==> config.mk <==
export PLATFORM = sky130hd
export DESIGN_NAME = cpu_clk_ctrl
export DESIGN_NICKNAME = d
export VERILOG_FILES = /design/src/rtl/cpu_clk_ctrl.sv
export SDC_FILE = /design/constraint.sdc
export NUM_CORES = 1
export LEC_CHECK = 0
export ABC_AREA = 1
export BUFFER_PORTS_ARGS = -buffer_cell sky130_fd_sc_hd__buf_4
export CAP_MARGIN = 30
export CORE_ASPECT_RATIO = 1.5
export CORE_MARGIN = 4
export CORE_UTILIZATION = 35
export DETAILED_ROUTE_END_ITERATION = 8
export PLACE_DENSITY = 0.55
export SYNTH_ARGS = -nofsm -noshare
export SYNTH_HDL_FRONTEND = slang
export SYNTH_SLANG_ARGS = --single-unit
==> constraint.sdc <==
create_clock -name clk -period 3.55 [get_ports clk]
set_clock_uncertainty 0.1 [all_clocks]
set_input_delay 0.1775 -clock clk [delete_from_list [all_inputs] [get_ports clk]]
set_output_delay 0.1775 -clock clk [all_outputs]
set_load 0.05 [all_outputs]
==> src/rtl/cpu_clk_ctrl.sv <==
// CPU execution-rate sequencer: emits single-cycle clock-enable pulses for fast run,
// slow run, single step and CPU-requested halt, and counts the pulses it issues.
module cpu_clk_ctrl #(
  parameter int FAST_DIV  = 4,
  parameter int SLOW_DIV  = 33554432,
  parameter int DB_CYCLES = 1000000
) (
  input  logic        clk,
  input  logic        rst_n,
  input  logic        sw_slow,
  input  logic        sw_step,
  input  logic        btn_step,
  input  logic        halt_req,
  output logic        cpu_ce,
  output logic [31:0] cycle_cnt,
  output logic [1:0]  state
);

  typedef enum logic [1:0] {
    RUN       = 2'd0,
    STEP_IDLE = 2'd1,
    STEP_FIRE = 2'd2,
    HALT      = 2'd3
  } state_e;

  localparam logic [31:0] FAST_LAST = 32'(FAST_DIV - 1);
  localparam logic [31:0] SLOW_LAST = 32'(SLOW_DIV - 1);
  localparam logic [31:0] DB_LAST   = 32'(DB_CYCLES - 1);

  // Bit 0 is the metastability catcher, bit 1 the usable synchronized level.
  logic [1:0]  slow_sync_q, step_sync_q, btn_sync_q;
  logic        slow_prev_q;
  logic        btn_db_q, btn_db_prev_q;
  logic [31:0] db_cnt_q;
  logic [31:0] div_cnt_q, div_cnt_d;
  logic [31:0] cycle_cnt_q, cycle_cnt_d;
  logic        ce_q, ce_d;
  state_e      state_q, state_d;

  logic        slow_s, step_s, press;
  logic [31:0] div_last;

  assign slow_s   = slow_sync_q[1];
  assign step_s   = step_sync_q[1];
  assign press    = btn_db_q & ~btn_db_prev_q;
  assign div_last = slow_s ? SLOW_LAST : FAST_LAST;

  always_ff @(posedge clk or negedge rst_n) begin
    if (!rst_n) begin
      slow_sync_q   <= 2'b00;
      step_sync_q   <= 2'b00;
      btn_sync_q    <= 2'b00;
      slow_prev_q   <= 1'b0;
      btn_db_q      <= 1'b0;
      btn_db_prev_q <= 1'b0;
      db_cnt_q      <= 32'd0;
    end else begin
      slow_sync_q   <= {slow_sync_q[0], sw_slow};
      step_sync_q   <= {step_sync_q[0], sw_step};
      btn_sync_q    <= {btn_sync_q[0], btn_step};
      slow_prev_q   <= slow_s;
      btn_db_prev_q <= btn_db_q;
      // Any agreement between raw and debounced level restarts the stability window.
      if (btn_sync_q[1] != btn_db_q) begin
        if (db_cnt_q == DB_LAST) begin
          btn_db_q <= btn_sync_q[1];
          db_cnt_q <= 32'd0;
        end else begin
          db_cnt_q <= db_cnt_q + 32'd1;
        end
      end else begin
        db_cnt_q <= 32'd0;
      end
    end
  end

  always_comb begin
    state_d   = state_q;
    div_cnt_d = 32'd0;
    ce_d      = 1'b0;
    if (halt_req) begin
      state_d = HALT;
    end else begin
      unique case (state_q)
        RUN: begin
          if (step_s) begin
            state_d = STEP_IDLE;
          end else if (slow_s != slow_prev_q) begin
            div_cnt_d = 32'd0;
          end else if (div_cnt_q == div_last) begin
            ce_d      = 1'b1;
            div_cnt_d = 32'd0;
          end else begin
            div_cnt_d = div_cnt_q + 32'd1;
          end
        end
        STEP_IDLE: begin
          if (!step_s) begin
            state_d = RUN;
          end else if (press) begin
            state_d = STEP_FIRE;
            ce_d    = 1'b1;
          end
        end
        STEP_FIRE: state_d = STEP_IDLE;
        HALT: begin
          if (press) state_d = step_s ? STEP_IDLE : RUN;
        end
        default: state_d = RUN;
      endcase
    end
    cycle_cnt_d = cycle_cnt_q + {31'd0, ce_d};
  end

  always_ff @(posedge clk or negedge rst_n) begin
    if (!rst_n) begin
      state_q     <= RUN;
      div_cnt_q   <= 32'd0;
      ce_q        <= 1'b0;
      cycle_cnt_q <= 32'd0;
    end else begin
      state_q     <= state_d;
      div_cnt_q   <= div_cnt_d;
      ce_q        <= ce_d;
      cycle_cnt_q <= cycle_cnt_d;
    end
  end

  assign cpu_ce    = ce_q;
  assign cycle_cnt = cycle_cnt_q;
  assign state     = state_q;

endmodule

; After elaboration in Yosys (flattened, before gate mapping)
; Index checks and enable logic that the tools add are counted.
[classes]
addsub = 3
n_reduce_logical = 3
n_bitwise = 2
n_mux = 22
n_eq_ne = 10
[op_table]
columns = op, n
row1 = 2-to-1 mux 32 bit, 7
row2 = "adder 32 x 1 -> 32 bit, second input constant", 2
row3 = adder 32 x 1 -> 32 bit, 1
row4 = "equality test 32 x 20 -> 1 bit, second input constant", 1
row5 = equality test 32 x 25 -> 1 bit, 1
row6 = 2-to-1 mux 25 bit, 1
row7 = 2-to-1 mux 2 bit, 5
row8 = one-hot mux 2 bit (4 select lines), 1
row9 = 2-to-1 mux 1 bit, 7
row10 = "inequality test 3 bit, second input constant", 2
row11 = "equality test 2 bit, second input constant", 2
row12 = "inequality test 4 bit, second input constant", 1
row13 = AND reduction 3 bit, 1
row14 = "equality test 2 x 1 -> 1 bit, second input constant", 1
row15 = logical NOT 2 bit, 1
row16 = inequality test 1 bit, 2
row17 = one-hot mux 1 bit (2 select lines), 1
row18 = AND reduction 2 bit, 1
row19 = AND 1 bit, 1
row20 = NOT 1 bit, 1
[word_totals]
ff_bits = 108
out_inout_bits = 35

; Logic depth before layout (Yosys ltp)
; Gate-level depths: netlist of run 1.
[depth]
ltp_word = 8
depth_mapped = 17

; Worst setup path after synthesis of run 1
; Ideal clock, no wire load.
[synth_path]
kind = register to register
from = register state_q[1], in the netlist state[1]
to = register cycle_cnt_q[30], in the netlist cycle_cnt[30]
setup_slack_ns = 0.883
path_stages_with_launch = 14
synth_period_minus_slack_ns = 2.667
path_buffers = 0
t_required_ns = 3.309
arrival_time_ns = 2.425
setup_time_ns = 0.141
path_cell_list = dfrtp_1 > inv_1 > nand2_1 > nor3_1 > nand3_1 > a21oi_1 > ha_1 > ha_1 > nand3_1 > nor3_2 > nand2_1 > nor2_1 > nand2_1 > xnor2_1
[synth_via]
elab_chain_len = 4
[synth_rtl]
columns = item, line_no
row1 = start: declaration, 38  ; state_e state_q, state_d;
row2 = start signal: assignment, 122  ; state_q <= state_d;
row3 = equality test 2 x 1 -> 1 bit / logical NOT 2 bit (equally long branches), 84  ; unique case (state_q)
row4 = one-hot mux 1 bit (2 select lines) *, 84
row5 = 2-to-1 mux 1 bit *, 81  ; if (halt_req) begin
row6 = via ce_d, 37  ; logic ce_q, ce_d;
row7 = adder 32 x 1 -> 32 bit *, 112  ; cycle_cnt_d = cycle_cnt_q + {31'd0, ce_d};
row8 = via cycle_cnt_d[30], 36  ; logic [31:0] cycle_cnt_q, cycle_cnt_d;
row9 = end signal: assignment, 125  ; cycle_cnt_q <= cycle_cnt_d;
row10 = end: declaration, 36
; The timed path passes the listed nets; every way through them passes the cells marked *.
; A chain may end at the register's enable or synchronous reset.

; Worst setup path after layout of run 1
[layout_path]
from = register div_cnt_q[0]
to = register cycle_cnt_q[18], in the netlist cycle_cnt[18]
[layout_via]
elab_chain_len = 7
[layout_rtl]
columns = item, line_no
row1 = start: declaration, 35  ; logic [31:0] div_cnt_q, div_cnt_d;
row2 = start signal: assignment, 123  ; div_cnt_q <= div_cnt_d;
row3 = equality test 32 x 25 -> 1 bit, 90  ; end else if (div_cnt_q == div_last) begin
row4 = 2-to-1 mux 1 bit, 90
row5 = 2-to-1 mux 1 bit, 88  ; end else if (slow_s != slow_prev_q) begin
row6 = 2-to-1 mux 1 bit, 86  ; if (step_s) begin
row7 = one-hot mux 1 bit (2 select lines), 84
row8 = 2-to-1 mux 1 bit, 81
row9 = via ce_d, 37
row10 = adder 32 x 1 -> 32 bit, 112
row11 = via cycle_cnt_d[18], 36
; The timed path passes the listed nets, and every way through them passes these cells.

==> results.py, run 1 <==
metrics = {
    "sta": {
        "final.setup.worst_slack_ns": 0.5584,
        "timing.fmax_mhz": 334.3,
        "setup_viol": 0,
        "rsz0062_at_grt": "false",
        "worstMarginPinSlew_ns": 0.7944,
        "setup_tns_ns": 0,
        "drv_slew": 0,
        "max_slew_margin_pct": 47.04,
        "post-route-min-period_ns": 2.992,
        "timing_hold_violations_final": 0,
        "post-route-period-util_pct": 84.27,
    },
    "clocking": {
        "tritoncts": "built",
        "clock_path_buffers": 2,
        "htree_levels": 3,
        "cts_inserted_buffers": 9,
        "cts.sinks": 108,
        "ctsHoldBuffers": 5,
        "cts_root_buffer": "clkbuf_16",
        "cts-resized-gates": 0,
        "post-cts-setup-buffer-count": 0,
        "clkTransAtPathRegs_ns": 0.08,
        "worstSkewPairLatency_ns": 0.36,
    },
    "setup_path": {
        "cp_top_family": "simple AND/OR/NAND/NOR gates",
        "cp-end-kind": "flop",
        "r2r_cells": 13,
        "critical_path_depth": 13,
        "required_ns": 3.70,
        "max_stage_delay_ns": 0.52,
        "path_buf_inv": 0,
        "cp_data_arrival_time_ns": 3.14,
        "path_cells": "ha_1 > nand3_1 > nor2_1 > nand2_1 > nor2_2 > nand3_1 > a21oi_1 > ha_1 > ha_1 > nand3_1 > nor3_1 > nand3_1 > xor2_1",
        "path_common_cell": "nand3_1",
        "cp-start-kind": "flop",
        "cp_max_fo": 6,
        "slowest_stage": "nor3_1",
        "crit_type": "flop to flop",
    },
    "routing": {
        "vias": 5072,
        "wl_um": 15310,
        "ant_nets": 0,
        "route.detailed.drc": 0,
        "avgViaCountPerCell": 4.758,
        "first_iter_violations": 252,
        "wl_per_cell_um": 14.36,
        "dr.pass1.iters": 5,
    },
    "global_routing": {
        "antenna_found_initial": 0,
        "grt_pass1_vias": 5205,
        "grt_pass1_wl_um": 25910,
        "grt_max_degree": 60,
        "grt_overflow": 0,
        "track_usage_pct": 17.01,
    },
    "floorplanning": {
        "die_height_um": 167.7,
        "die-area_um2": 19200,
        "rows": 58,
        "io_pins": 41,
        "design.core.area_um2": 16760,
        "die_x_um": 114.5,
        "start_util_pct": 35.50,
    },
    "final_layout": {
        "register_area_um2": 2703,
        "n_antenna_cell": 0,
        "nFillCells": 1773,
        "nNetsFinal": 861,
        "drive_above_1_share_pct": 8.645,
        "multiInputGateArea_um2": 2933,
        "area_growth_pct": 15.03,
    },
    "worst_hold_path": {
        "hp-class": "flop to flop",
        "hold_depth": 0,
    },
    "synth": {
        "synthArstFlopShare_pct": 100.0,
        "synth_area_per_cell_um2": 7.457,
        "synth_top_area_share_pct": 45.42,
        "yosysSeqAreaShare_pct": 45.42,
        "synth_top_area_cell": "dfrtp_1",
        "synth_edf_count": 0,
        "synth_ff_type": "dfrtp_1",
        "synth_area_leaders": "dfrtp_1, nand2_1, nor2_1",
        "syn_nets": 808,
        "ys_types": 30,
        "netlist_area_um2": 5951,
        "syn_inst": 798,
        "synth_warnings": 0,
        "ys_seq_elements": 108,
    },
    "place": {
        "pre_cts_slack_ns": 0.5184,
        "hpwlAfterDp_um": 12020,
        "gp_congestion": 0.8978,
        "io_buffers": 40,
    },
    "power": {
        "ir_drop_mv": 0.1998,
        "power.density_nw_per_um2": 350.1,
        "p_leak_nw": 2.989,
    },
    "run_status": {
        "status": "finished clean",
    },
    "job": {
        "cap_violations": 0,
    },
}
cell usage after synthesis, types with 2 or more instances:
cell type / instances
or2_2: 3
nand4_1: 15
xnor2_1: 20
nand2_2: 2
nor2_4: 3
xor2_1: 50
nor2_1: 189
o21ai_0: 2
inv_1: 75
nor3b_1: 2
nand2_1: 218
dfrtp_1: 108
ha_1: 4
nand3_1: 42
and3_1: 4
nor3_1: 34
nand3b_1: 4
buf_6: 2
a21oi_1: 5
nor2_2: 5
clkbuf_1: 2
where the power goes:
| part | switching (W) | internal [W] | total (W) | leakage [nW] |
|---|---|---|---|---|
| clock network | 0.000501 | 0.000493 | 0.000994 | 0.141 |
| registers | 0.0000209 | 0.00125 | 0.00127 | 1.44 |
| logic | 0.000100 | 0.0000365 | 0.000137 | 1.41 |
path summary, 6_finish.rpt:
kind                                     from             end  slack, ns
worst min-delay path            btn_sync_q[0]   btn_sync_q[1]       0.25
min in group asynchronous               rst_n   div_cnt_q[26]       0.35
max in group asynchronous               rst_n  slow_sync_q[0]       2.25
worst min register to register  btn_sync_q[0]   btn_sync_q[1]       0.25
worst max-delay path             div_cnt_q[0]   cycle_cnt[18]       0.56
worst max register to register   div_cnt_q[0]   cycle_cnt[18]       0.56
sequential cells by signal, summed over array words and instances, names as in the netlist:
signal / count
btn_sync_q: 2
cpu_ce: 1
btn_db_q: 1
slow_prev_q: 1
div_cnt_q: 32
step_sync_q: 2
slow_sync_q: 2
cycle_cnt: 32
db_cnt_q: 32
state: 2
btn_db_prev_q: 1
cell families (layout without fill, tap and decap cells):
group / after synthesis / in the layout / share of synthesized area, %
buffers and inverters: 80 / 138 / 5.299
adders and majority gates: 4 / 4 / 0.8411
AOI/OAI and AO/OA: 10 / 10 / 0.9673
muxes: 1 / 1 / 0.1682
and+or+nand+nor: 525 / 525 / 37.01
DFF: 108 / 108 / 45.42
xor gates and xnor gates: 70 / 70 / 10.30
through the flow:
stage | std cells | hold slack (ns) | area, um2 | total power (W) | utilization (%)
2_1_floorplan | 798 | -0.2181 | 5951 | 0.001359 | -
3_3_place_gp | 1045 | 0.1881 | 6504 | 0.001430 | 38.80
3_5_place_dp | 1045 | 0.1881 | 6504 | 0.001429 | 38.80
4_1_cts | 1066 | 0.2538 | 6845 | 0.002438 | 40.83
5_1_grt | 1066 | 0.2656 | 6845 | 0.002497 | 40.83
6_report | 1066 | 0.2523 | 6845 | 0.002397 | 40.83
per-layer routing:
metal	GRT usage, %	part of all wire (%)	vias up
met4	8.269	4.5	0
li1	-	-	2585
met5	0	0	-
met1	19.67	41	2365
met3	2.531	2.6	36
met2	30.11	52	86
final cells by class:
type	count	area share [%]
Timing Repair Buffer	46	5.410
Sequential cell	108	39.48
Multi-Input combinational cell	610	42.84
Clock inverter	7	0.9687
Inverter	76	4.167
Tap cell	210	3.838
Clock buffer	9	3.290
layout by cell type, fill, tap and decap left out, types with 2 or more instances in the layout:
| cell | instances |
|---|---|
| nand2_2 | 2 |
| nor2_1 | 189 |
| nor2_4 | 3 |
| nand2_1 | 218 |
| xor2_1 | 50 |
| dlygate4sd3_1 | 5 |
| buf_4 | 40 |
| inv_6 | 2 |
| nor2_2 | 5 |
| nand3_1 | 42 |
| ha_1 | 4 |
| and3_1 | 4 |
| or2_2 | 3 |
| xnor2_1 | 20 |
| o21ai_0 | 2 |
| inv_1 | 75 |
| dfrtp_1 | 108 |
| clkbuf_16 | 9 |
| nor3_1 | 34 |
| a21oi_1 | 5 |
| nand3b_1 | 4 |
| nor3b_1 | 2 |
| nand4_1 | 15 |
No activity file was read; power rests on OpenSTA's default activity.
==> run 2: changes to the inputs <==
==> constraint.sdc (replaced) <==
create_clock -name clk -period 2.9 [get_ports clk]
set_clock_uncertainty 0.1 [all_clocks]
set_input_delay 0.145 -clock clk [delete_from_list [all_inputs] [get_ports clk]]
set_output_delay 0.145 -clock clk [all_outputs]
set_load 0.05 [all_outputs]
==> results.py, run 2 (synthesis results as in run 1) <==
metrics = {
    "routing": {
        "route.detailed.drc": 0,
        "wl_um": 15650,
        "ant_nets": 0,
        "avgViaCountPerCell": 4.778,
        "dr.pass1.iters": 4,
        "vias": 5155,
        "wl_per_cell_um": 14.50,
        "first_iter_violations": 272,
    },
    "setup_path": {
        "cp_data_arrival_time_ns": 2.85,
        "r2r_cells": 16,
        "rr_startpoint": "div_cnt_q[5]",
        "cp-end-kind": "flop",
        "slowest_stage": "dfrtp_1",
        "cp_max_fo": 5,
        "crit_type": "flop to flop",
        "required_ns": 3.04,
        "path_common_cell": "nand2_1",
        "cp_top_family": "simple AND/OR/NAND/NOR gates",
        "path_cells": "nand2_1 > nor2_4 > nand2_1 > nand2_1 > nand2_1 > nor2_2 > nand3_1 > a21oi_2 > ha_1 > ha_1 > nand3_2 > nor3_4 > nand2_2 > nor2_2 > nand2_1 > xor2_1",
        "cp-start-kind": "flop",
        "max_stage_delay_ns": 0.43,
        "r2r_slack_ns": 0.20,
        "reg2reg_to": "cycle_cnt[28]",
        "path_buf_inv": 0,
    },
    "global_routing": {
        "antenna_found_initial": 0,
        "track_usage_pct": 17.29,
        "grt_max_degree": 70,
        "grt_overflow": 0,
        "grt_pass1_wl_um": 26250,
        "grt_pass1_vias": 5305,
    },
    "clocking": {
        "cts.sinks": 108,
        "worstSkewPairLatency_ns": 0.35,
        "cts_root_buffer": "clkbuf_16",
        "tritoncts": "built",
        "cts_inserted_buffers": 9,
        "clock_path_buffers": 2,
        "htree_levels": 3,
        "clkTransAtPathRegs_ns": 0.07,
    },
    "sta": {
        "timing.fmax_mhz": 370.1,
        "worstMarginPinSlew_ns": 0.7843,
        "whs_ns": 0.2251,
        "timing_hold_violations_final": 0,
        "setup_viol": 0,
        "post-route-period-util_pct": 93.17,
        "max_slew_margin_pct": 47.66,
        "drv_slew": 0,
        "post-route-min-period_ns": 2.702,
        "setup_tns_ns": 0,
    },
    "final_layout": {
        "nNetsFinal": 875,
        "area_growth_pct": 17.43,
        "stdcell_area_um2": 6988,
        "drive_above_1_share_pct": 11.16,
        "final_cell_mix": "nand2_1, nor2_1, dfrtp_1",
        "final_common_cell": "nand2_1",
        "nFillCells": 1741,
        "n_antenna_cell": 0,
    },
    "place": {
        "placed_cell_area_um2": 6594,
        "io_buffers": 40,
        "hpwlAfterDp_um": 12080,
        "gp_congestion": 0.8890,
    },
    "job": {
        "cap_violations": 0,
    },
    "worst_hold_path": {
        "hp-class": "primary input to async pin",
    },
    "floorplanning": {
        "rows": 58,
        "io_pins": 41,
        "start_util_pct": 35.50,
        "design.core.area_um2": 16760,
        "die_height_um": 167.7,
        "die-area_um2": 19200,
        "die_x_um": 114.5,
    },
    "power": {
        "power.density_nw_per_um2": 427.9,
        "p_leak_nw": 3.075,
        "ir_drop_mv": 0.3502,
    },
    "run_status": {
        "status": "finished clean",
    },
}
[run 2: worst max-delay path by stage]
stage	to	from	cells after the start	slack, ns
global route	cycle_cnt[28]	div_cnt_q[2]	16	-0.01
detailed placement	cycle_cnt[28]	div_cnt_q[1]	15	0.07
CTS	cycle_cnt[28]	div_cnt_q[1]	15	0.05
global placement	cycle_cnt[28]	slow_sync_q[1]	13	0.14
finish	cycle_cnt[28]	div_cnt_q[5]	16	0.20
floorplan	cycle_cnt[30]	state[1]	13	0.23
[run 2: layer usage]
metal	wire length (um)	track usage, %	up-vias
li1	-	-	2622
met1	6419	20.13	2425
met2	8388	31.36	73
met3	318	2.458	35
met4	520	6.770	0
met5	0	0	-
[run 2: report_power, final]
group / total [W] / internal [W] / switching (W) / leakage [nW]
sequential: 0.00155 / 0.00152 / 0.0000216 / 1.43
clock: 0.00127 / 0.000678 / 0.000592 / 0.145
combinational: 0.000174 / 0.0000465 / 0.000127 / 1.50
[run 2: final cells by class]
class	instances	area (um2)	share of cell area, %
Multi-Input combinational cell	610	2958	42.33
Sequential cell	108	2708	38.75
Timing Repair Buffer	60	475.5	6.804
Inverter	76	285.3	4.082
Tap cell	210	262.8	3.760
Clock buffer	9	225.2	3.223
Clock inverter	6	73.82	1.056
[run 2: stage by stage]
stage / utilization [%] / worst slack, ns / power [W] / cells
after floorplan: - / 0.2334 / 0.001664 / 798
after global placement: 39.33 / 0.1361 / 0.001750 / 1057
after detailed placement: 39.33 / 0.06676 / 0.001751 / 1057
after CTS: 41.42 / 0.05467 / 0.003044 / 1077
after global routing: 41.69 / -0.009504 / 0.003110 / 1079
final: 41.69 / 0.1979 / 0.002990 / 1079
[run 2: what timing repair did]
action,CTS,global route
endpoints found under the setup margin,0,9
resized for setup,0,11
setup buffers,0,2
hold buffers,5,0
hold endpoints to repair,44,0
[run 2: worst reg2reg max path: cells and delay by family (launching register included)]
family | cells | cell delay [ns]
simple gates | 12 | 1.38
flops | 1 | 0.43
fa+ha+maj | 2 | 0.39
compound gates | 1 | 0.16
xor+xnor | 1 | 0.14
==> run 3: changes to the inputs <==
--- a/config.mk
+++ b/config.mk
@@ -11,6 +11,7 @@
 export CORE_ASPECT_RATIO = 1.5
 export CORE_MARGIN = 4
 export CORE_UTILIZATION = 35
+export CTS_BUF_LIST = sky130_fd_sc_hd__clkbuf_8
 export DETAILED_ROUTE_END_ITERATION = 8
 export PLACE_DENSITY = 0.55
 export SYNTH_ARGS = -nofsm -noshare
==> results.py, run 3 (synthesis results as in run 1) <==
metrics = {
    "clocking": {
        "clock_path_buffers": 2,
        "cts_inserted_buffers": 9,
        "cts.sinks": 108,
        "clkTransAtPathRegs_ns": 0.11,
        "htree_levels": 3,
        "tritoncts": "built",
        "worstSkewPairLatency_ns": 0.38,
        "post-cts-setup-buffer-count": 0,
        "cts_root_buffer": "clkbuf_8",
    },
    "routing": {
        "vias": 5145,
        "avgViaCountPerCell": 4.777,
        "ant_nets": 0,
        "dr.pass1.iters": 5,
        "first_iter_violations": 267,
        "wl_um": 15590,
        "route.detailed.drc": 0,
        "wl_per_cell_um": 14.48,
    },
    "final_layout": {
        "final_common_cell": "nand2_1",
        "utilization_pct": 41.00,
        "final_cell_mix": "nand2_1, nor2_1, dfrtp_1",
        "stdcell_area_um2": 6873,
        "layout.cells.non_filler": 1077,
        "area_growth_pct": 15.50,
        "drive_above_1_share_pct": 10.96,
        "nNetsFinal": 873,
        "n_antenna_cell": 0,
    },
    "power": {
        "power.density_nw_per_um2": 390.8,
        "ir_drop_mv": 0.2653,
        "internal_power_w": 0.001979,
        "swShare_pct": 26.32,
        "p_comb_share_pct": 6.4,
        "p_leak_nw": 3.017,
        "power_frac_seq_pct": 57.6,
        "clock_power_share_pct": 36.0,
        "power.switching_w": 0.0007070,
    },
    "setup_path": {
        "path_cells": "ha_2 > nand3_1 > nor2_1 > nand2_1 > nor2_2 > nand3_1 > a21oi_2 > ha_1 > ha_2 > nand3_2 > nor3_4 > nand2_2 > nor2_2 > nand2_1 > xor2_1",
        "crit_type": "flop to flop",
        "cp_max_fo": 4,
        "r2r_slack_ns": 0.18,
        "cp-end-kind": "flop",
        "slowest_stage": "dfrtp_1",
        "required_ns": 3.08,
        "reg2reg_to": "cycle_cnt[28]",
        "rr_startpoint": "div_cnt_q[1]",
        "r2r_cells": 15,
        "critical_path_depth": 15,
        "max_stage_delay_ns": 0.39,
        "cp_top_family": "simple AND/OR/NAND/NOR gates",
        "endpoint": "cycle_cnt[28]",
        "cp-start-kind": "flop",
        "path_buf_inv": 0,
        "cp_data_arrival_time_ns": 2.90,
        "critPathLaunch": "div_cnt_q[1]",
    },
    "sta": {
        "post-route-period-util_pct": 93.85,
        "max_slew_margin_pct": 48.10,
        "whs_ns": 0.1911,
        "drv_slew": 0,
        "setup_tns_ns": 0,
        "timing.fmax_mhz": 367.4,
        "post-route-min-period_ns": 2.722,
        "worstMarginPinSlew_ns": 0.7777,
        "timing_hold_violations_final": 0,
        "setup_viol": 0,
    },
    "job": {
        "cap_violations": 0,
    },
    "global_routing": {
        "antenna_found_initial": 0,
        "grt_pass1_vias": 5300,
        "grt_overflow": 0,
        "track_usage_pct": 17.34,
        "grt_max_degree": 70,
        "grt_pass1_wl_um": 26250,
    },
    "place": {
        "dp_cells": 1057,
        "gp_congestion": 0.8890,
        "placed_cell_area_um2": 6594,
        "io_buffers": 40,
        "hpwlAfterDp_um": 12080,
    },
    "floorplanning": {
        "rows": 58,
        "die_height_um": 167.7,
        "die-area_um2": 19200,
        "start_util_pct": 35.50,
        "io_pins": 41,
        "die_x_um": 114.5,
        "design.core.area_um2": 16760,
    },
    "worst_hold_path": {
        "hp-class": "primary input to async pin",
    },
    "run_status": {
        "status": "finished clean",
    },
}
==> run 3: changes by cell type in the layout (fill, tap and decap cells not counted) <==
cell       previous run  this run
buf_4                54        52
ha_1                  3         2
clkbuf_16             9         0
dfrtp_1             104       105
clkbuf_8              0         9
ha_2                  1         2
dfrtp_2               4         3
==> run 3: through the flow <==
step / setup WS [ns] / power [W]
floorplan: 0.2334 / 0.001664
global placement: 0.1361 / 0.001750
detailed placement: 0.06676 / 0.001751
CTS: 0.04245 / 0.002735
global route: -0.008946 / 0.002812
finish: 0.1783 / 0.002686
==> run 3: final cells by class <==
class | instances | area (um2)
clock inverters | 6 | 73.82
multi-input cells | 610 | 2960
flip-flops and latches | 108 | 2706
well taps | 210 | 262.8
inverters | 76 | 285.3
fillers | 1751 | 9891
repair buffers | 58 | 460.4
clock buffers | 9 | 123.9
==> run 3: worst min-delay path by stage <==
stage               start  cells past startpoint  slack (ns)       endpoint
global placement    rst_n                      1        0.08  div_cnt_q[30]
floorplan           rst_n                      0       -0.25  btn_db_prev_q
finish              rst_n                      2        0.19  div_cnt_q[30]
global route        rst_n                      2        0.23  div_cnt_q[31]
CTS                 rst_n                      2        0.20  div_cnt_q[30]
detailed placement  rst_n                      1        0.08  div_cnt_q[30]
==> run 3: power groups by stage <==
| stage | combinational, W | sequential, W | clock [W] |
|---|---|---|---|
| 2_1_floorplan | 0.0000507 | 0.00161 | 0 |
| 3_3_place_gp | 0.000173 | 0.00158 | 0 |
| 3_5_place_dp | 0.000173 | 0.00158 | 0 |
| 4_1_cts | 0.000179 | 0.00155 | 0.00101 |
| 5_1_grt | 0.000193 | 0.00155 | 0.00107 |
| 6_report | 0.000172 | 0.00155 | 0.000967 |
==> run 3: layer usage <==
| metal | wire (um) | GRT usage (%) | vias to the layer above |
|---|---|---|---|
| met5 | 0 | 0 | - |
| met4 | 470 | 6.873 | 0 |
| met3 | 364 | 3.001 | 33 |
| met2 | 8315 | 31.36 | 82 |
| met1 | 6443 | 19.88 | 2415 |
| li1 | - | - | 2615 |
==> run 3: timing repair <==
action | in CTS | in global routing
resized for setup | 0 | 11
hold buffers | 5 | 0
setup endpoints to repair | 0 | 11
hold endpoints to repair | 44 | 0
